--- src/rtl/port_input_responder_pkg.sv ---
// Shared port-bus constants for the CPU port responder and its neighbours.
package port_input_responder_pkg;

    // Port bus data/address width shared with the CPU and the display writer.
    localparam int WORD_SIZE = 16;

    // Port address map.
    localparam int PORT_DISPLAY0 = 0;
    localparam int PORT_DISPLAY1 = 1;
    localparam int PORT_SWITCHES = 2;
    localparam int PORT_BUTTONS  = 3;

    // Debounce defaults used when the instantiating top does not override them.
    localparam int DEB_DIV_LOG2_DEFAULT = 16;
    localparam int DEB_SAMPLES_DEFAULT  = 4;

endpackage

--- src/rtl/port_input_responder_debounce_bit.sv ---
// One board input: 2-flop synchroniser, sample history and debounced level.
// The level only moves when the whole history agrees, so any bounce that
// produces a mixed history leaves the previous level in place.
module debounce_bit
    import port_input_responder_pkg::*;
#(
    parameter int DEB_SAMPLES = DEB_SAMPLES_DEFAULT
) (
    input  logic mclk,
    input  logic rst_n,
    input  logic samp_stb,
    input  logic raw,
    output logic level
);

    logic                   sync1_q;
    logic                   sync2_q;
    logic [DEB_SAMPLES-1:0] hist_q;
    logic [DEB_SAMPLES-1:0] hist_d;
    logic                   level_q;
    logic                   level_d;

    // Next history and level, updated only on a sample strobe.
    always_comb begin
        hist_d  = hist_q;
        level_d = level_q;
        if (samp_stb) begin
            hist_d = {hist_q[DEB_SAMPLES-2:0], sync2_q};
            if (&hist_d) begin
                level_d = 1'b1;
            end else if (~|hist_d) begin
                level_d = 1'b0;
            end
        end
    end

    // Synchroniser, history and level registers.
    always_ff @(posedge mclk or negedge rst_n) begin
        if (!rst_n) begin
            sync1_q <= 1'b0;
            sync2_q <= 1'b0;
            hist_q  <= '0;
            level_q <= 1'b0;
        end else begin
            sync1_q <= raw;
            sync2_q <= sync1_q;
            hist_q  <= hist_d;
            level_q <= level_d;
        end
    end

    assign level = level_q;

endmodule

--- src/rtl/port_input_responder.sv ---
// Responder side of the CPU port bus for the board switches and buttons.
// Port BASE_ADDR returns the debounced switch levels; port BASE_ADDR+1 returns
// the sticky button-press events and debounced button levels, and clears the
// events once per CPU read (on the cpu_tick cycle).
module port_input_responder
    import port_input_responder_pkg::*;
#(
    parameter int WORD_SIZE    = port_input_responder_pkg::WORD_SIZE,
    parameter int BASE_ADDR    = PORT_SWITCHES,
    parameter int N_SW         = 8,
    parameter int N_BTN        = 4,
    parameter int DEB_DIV_LOG2 = DEB_DIV_LOG2_DEFAULT,
    parameter int DEB_SAMPLES  = DEB_SAMPLES_DEFAULT
) (
    input  logic                 mclk,
    input  logic                 rst_n,
    input  logic                 cpu_tick,
    input  logic [WORD_SIZE-1:0] portaddr,
    input  logic                 portget,
    output logic [WORD_SIZE-1:0] portout,
    output logic                 port_hit,
    input  logic [N_SW-1:0]      sw_in,
    input  logic [N_BTN-1:0]     btn_in,
    output logic [N_SW-1:0]      sw_level
);

    localparam int N_IN = N_SW + N_BTN;

    // The +1 wraps modulo 2^WORD_SIZE through the cast.
    localparam logic [WORD_SIZE-1:0] ADDR_SW  = WORD_SIZE'(BASE_ADDR);
    localparam logic [WORD_SIZE-1:0] ADDR_BTN = WORD_SIZE'(BASE_ADDR + 1);

    logic [DEB_DIV_LOG2-1:0] presc_q;
    logic [DEB_DIV_LOG2-1:0] presc_d;
    logic                    samp_stb;

    logic [N_IN-1:0]  raw_all;
    logic [N_IN-1:0]  level_all;
    logic [N_BTN-1:0] btn_level;

    logic [N_BTN-1:0] btn_prev_q;
    logic [N_BTN-1:0] btn_rise;
    logic [N_BTN-1:0] ev_q;
    logic [N_BTN-1:0] ev_d;

    logic hit0;
    logic hit1;
    logic ev_clr;

    // Free-running prescaler; strobe on the all-ones count, then wrap to zero.
    assign presc_d  = presc_q + DEB_DIV_LOG2'(1);
    assign samp_stb = &presc_q;

    // Prescaler register.
    always_ff @(posedge mclk or negedge rst_n) begin
        if (!rst_n) begin
            presc_q <= '0;
        end else begin
            presc_q <= presc_d;
        end
    end

    // Switches occupy the low debounce slots, buttons the high ones.
    assign raw_all = {btn_in, sw_in};

    for (genvar gi = 0; gi < N_IN; gi++) begin : g_deb
        debounce_bit #(
            .DEB_SAMPLES(DEB_SAMPLES)
        ) u_deb (
            .mclk    (mclk),
            .rst_n   (rst_n),
            .samp_stb(samp_stb),
            .raw     (raw_all[gi]),
            .level   (level_all[gi])
        );
    end

    assign sw_level  = level_all[N_SW-1:0];
    assign btn_level = level_all[N_SW +: N_BTN];

    // Decode is gated with rst_n so the bus sees no hit while in reset, even
    // if the CPU is already holding portget.
    assign hit0     = rst_n & portget & (portaddr == ADDR_SW);
    assign hit1     = rst_n & portget & (portaddr == ADDR_BTN);
    assign port_hit = hit0 | hit1;

    // One clear per CPU read: only the cpu_tick cycle of a button-port read.
    assign ev_clr   = cpu_tick & hit1;
    assign btn_rise = btn_level & ~btn_prev_q;

    // Event next state: the clear is applied first so a coincident rising edge
    // still leaves the bit set and no press is lost.
    always_comb begin
        ev_d = ev_q;
        if (ev_clr) begin
            ev_d = '0;
        end
        ev_d = ev_d | btn_rise;
    end

    // Previous button level and sticky event latches.
    always_ff @(posedge mclk or negedge rst_n) begin
        if (!rst_n) begin
            btn_prev_q <= '0;
            ev_q       <= '0;
        end else begin
            btn_prev_q <= btn_level;
            ev_q       <= ev_d;
        end
    end

    // Read mux; unused upper bits stay zero and no hit returns zero.
    always_comb begin
        portout = '0;
        if (hit0) begin
            portout[N_SW-1:0] = sw_level;
        end else if (hit1) begin
            portout[N_BTN-1:0]     = ev_q;
            portout[N_BTN +: N_BTN] = btn_level;
        end
    end

endmodule

--- config.mk ---
export PLATFORM = sky130hd
export DESIGN_NAME = port_input_responder
export DESIGN_NICKNAME = d
export VERILOG_FILES = /design/src/rtl/port_input_responder_pkg.sv /design/src/rtl/port_input_responder_debounce_bit.sv /design/src/rtl/port_input_responder.sv
export SDC_FILE = /design/constraint.sdc
export NUM_CORES = 1
export LEC_CHECK = 0
export CAP_MARGIN = 20
export CELL_PAD_IN_SITES_DETAIL_PLACEMENT = 0
export CELL_PAD_IN_SITES_GLOBAL_PLACEMENT = 1
export CORE_ASPECT_RATIO = 2
export CORE_MARGIN = 2
export CORE_UTILIZATION = 55
export CTS_CLUSTER_DIAMETER = 120
export DETAILED_ROUTE_END_ITERATION = 8
export DONT_BUFFER_PORTS = 1
export GPL_TIMING_DRIVEN = 0
export PLACE_DENSITY_LB_ADDON = 0.12
export SLEW_MARGIN = 5
export SYNTH_ARGS = -nofsm -noshare
export SYNTH_HDL_FRONTEND = slang
export SYNTH_SLANG_ARGS = --single-unit
--- constraint.sdc ---
create_clock -name mclk -period 4 [get_ports mclk]
set_input_delay 0.6 -clock mclk [delete_from_list [all_inputs] [get_ports mclk]]
set_output_delay 0.6 -clock mclk [all_outputs]
set_load 0.02 [all_outputs]
==> parameters.txt <==
Parameter                              Value

Status
  Status ... completed

Timing
  Final-report max-slew violation count ... 0
  Post-route clock period utilization ... 64.1%
  Worst-Margin Slew ... 0.611 ns
  Final setup violation count ... 0
  Max frequency ... 390 MHz
  Total Negative Setup Slacks ... 0 ns
  Hold violation count in the final report ... 0
  Clock skew ... 0.00875 ns
  Slew margin rel. ... 59.2%
  Final Critical Period ... 2.57 ns
  Setup repair after global routing missed its margin ... false
  Min Hold Slack ... 0.155 ns

Clocking
  Number of post-CTS setup repair buffers ... 0
  Root Driver ... clkbuf_16
  Clock slew seen by the registers of the worst setup and hold paths ... 0.07 ns
  TritonCTS Buffers ... 9
  H-Tree Depth ... 3
  Later-pin clock latency in the skew report ... 0.35 ns
  Clock tree sinks ... 96
  Maximum number of buffers from clock root to sink ... 2
  Clock tree from TritonCTS ... built

Power and ir drop
  Switching component of the power ... 0.388 mW
  Share of total power in sequential cells ... 53.0%
  Clk network pwr share ... 44.9%
  Areal power density over the cells ... 412 mW/mm2
  Worst ir drop on vdd ... 0.382 mV
  Internal cell power ... 1.48 mW
  Switching share of power ... 20.8%
  Total leakage power ... 2.27 nW
  Logic gate share of total power ... 2.1%

Worst setup path
  Cell with the most instances on the worst path ... nor2_1
  Required time at the endpoint of the critical path ... 3.40 ns
  Signal arrival time at the worst endpoint ... 1.97 ns
  Cell with the largest stage delay on the worst path ... or4_1
  Worst path max stage delay ... 0.50 ns
  Series of cell instances along the critical path ... or4_1, nor2_1, nand3_1, nor2_1
  Worst-path fanout max ... 9
  Nature of the critical path endpoint ... output pin
  Category of the critical setup timing path ... in2out
  Critical Path Start Type ... input port

Yosys
  Share of the yosys chip area belonging to registers ... 59.1%
  Synth unique cells ... 32
  Count of state elements after synthesis ... 96
  Leading cell types by count after synthesis ... dfrtp_1, mux2_4, nand3_1
  Average cell area after synthesis ... 14.0 um2
  Synthesis Warnings ... 0
  Top cell type by total area after synthesis ... dfrtp_1
  Leading cell type by number of instances after synthesis ... dfrtp_1
  Post-synth top area share ... 59.1%
  Cells after synthesis ... 291
  Top_reg_cell synth ... dfrtp_1
  Ranking of synthesized cells by area ... dfrtp_1, mux2_4, buf_4, o22a_1, nand3_1
  Cell area after synthesis ... 0.00406 mm2
  Number of enable flip-flop cells after synthesis ... 0
  Share of async-settable or async-resettable flops after synthesis ... 100%

Routing
  Final routed wire length divided by cell count ... 17.4 um
  Total number of vias ... 2315
  Final ANT Viol Nets ... 0
  Total DRC errors in the routed layout ... 0
  Final Routed Wirelength ... 7090 um
  Number of DRC violations after detailed-routing iteration 0 ... 124
  Routed vias/inst ... 5.69
  Number of optimization iterations in the first detailed-route pass ... 4

Global routing
  Pin count of the biggest net entering global routing ... 97
  Vias in the first global route ... 2477
  Global-route wire length before repair ... 12200 um
  Total congestion overflow ... 0
  GRT Resource Usage Total ... 19.9%
  Initial antenna violation count ... 0

Placed design
  Port Buf Inserts ... 0
  HPWL after DPL ... 4760 um
  Routability Congestion ... 0.709

Floorplanning
  Die area ... 0.00813 mm2
  Standard cell core area ... 0.00721 mm2
  Initial core utilization ... 56.3%
  Boundary pin count ... 57
  Die extent in y ... 126 um
  Placement Rows ... 44
  Chip width ... 64.8 um

Run
  Number of violations of the max-capacitance limit ... 0

Final layout
  Filler instances ... 567
  Antenna diodes ... 0
  Nets ... 343
  Area added between synthesis and finish ... 11.5%
  Share of cells above drive strength 1 ... 25.1%

Worst hold path
  Worst min-delay path class ... in2async
placed cells by master (no fill, tap or decap), types with 5 or more instances in the layout:
| master | netlist | final |
|---|---|---|
| mux2_4 | 30 | 30 |
| xnor2_1 | 10 | 10 |
| o22a_1 | 12 | 12 |
| mux2_2 | 6 | 6 |
| nor3_1 | 14 | 14 |
| clkbuf_16 | 0 | 9 |
| a21boi_0 | 12 | 12 |
| inv_1 | 6 | 6 |
| dfrtp_1 | 96 | 96 |
| clkbuf_1 | 4 | 5 |
| buf_4 | 16 | 16 |
| nor2_1 | 10 | 10 |
| nand3_1 | 18 | 18 |
| mux2i_1 | 8 | 8 |
| nor4_1 | 12 | 12 |
| conb_1 | 1 | 8 |
cell type report:
cell class | instances | area, um2 | share of cell area [%]
Clock buffer | 10 | 229 | 5.06
Inverter | 6 | 22.5 | 0.497
Clock inverter | 6 | 70.1 | 1.55
Tap cell | 92 | 115 | 2.54
Multi-Input combinational cell | 172 | 1460 | 32.3
Buffer | 24 | 200 | 4.42
Timing Repair Buffer | 1 | 27.5 | 0.608
Sequential cell | 96 | 2400 | 53.0
state kept, by name, summed over array words and instances, names as in the netlist:
name	flops
ev_q	4
btn_prev_q	4
presc_q	16
g_deb.u_deb.sync2_q	12
g_deb.u_deb.level	12
g_deb.u_deb.sync1_q	12
g_deb.u_deb.hist_q	36
per-layer routing:
layer	track usage (%)	share of wire, %	vias up
li1	-	-	1067
met1	24.7	40	1170
met2	32.3	53	63
met3	5.22	4.3	15
met4	8.64	2.3	0
met5	0	0	-
metrics by stage:
stage               worst slack, ns  util, %  power [mW]  area, um2  cells
floorplan                      1.58        -        1.02       4090    298
global placement               1.44     58.3        1.03       4200    390
detailed placement             1.41     58.3        1.03       4200    390
CTS                            1.42     62.8        1.90       4530    407
global route                   1.31     62.8        1.94       4530    407
finish                         1.43     62.8        1.87       4530    407
cells by family after synthesis:
group / share of synthesized area (%)
AO/OA/AOI/OAI: 5.67
adder cells (fa/ha/maj): 0.308
buffers and inverters: 5.48
other: 0.0923
flip-flops: 59.1
multiplexers: 14.7
XOR/XNOR: 3.02
AND/OR/NAND/NOR: 11.6
timing repair:
item | in CTS | in global routing
endpoints found under the hold margin | 96 | 0
resized for setup | 0 | 0
hold buffers | 1 | 0
worst paths after layout:
check                                       start                   endpoint  slack, ns  cells after the start
max                                  portaddr[15]                 portout[6]       1.43                      4
min                                         rst_n  g_deb[10].u_deb.hist_q[0]       0.15                      1
max reg2reg                            presc_q[0]   g_deb[7].u_deb.hist_q[2]       1.97                      6
min reg2reg                g_deb[2].u_deb.sync1_q     g_deb[2].u_deb.sync2_q       0.35                      0
max in group asynchronous                   rst_n       g_deb[1].u_deb.level       3.44                      1
min in group mclk                        sw_in[3]     g_deb[3].u_deb.sync1_q       0.28                      0
power groups by stage:
stage	Clock [mW]	Combinational [mW]	Sequential, mW
6_report	0.839	0.0391	0.991
5_1_grt	0.902	0.0448	0.991
4_1_cts	0.867	0.0400	0.990
3_5_place_dp	0	0.0182	1.01
3_3_place_gp	0	0.0182	1.01
2_1_floorplan	0	0.0176	1.01
critical path: cells and delay by family:
kind          cells  cell delay (ns)
simple gates      4             1.36
No activity file was read; power rests on OpenSTA's default activity.
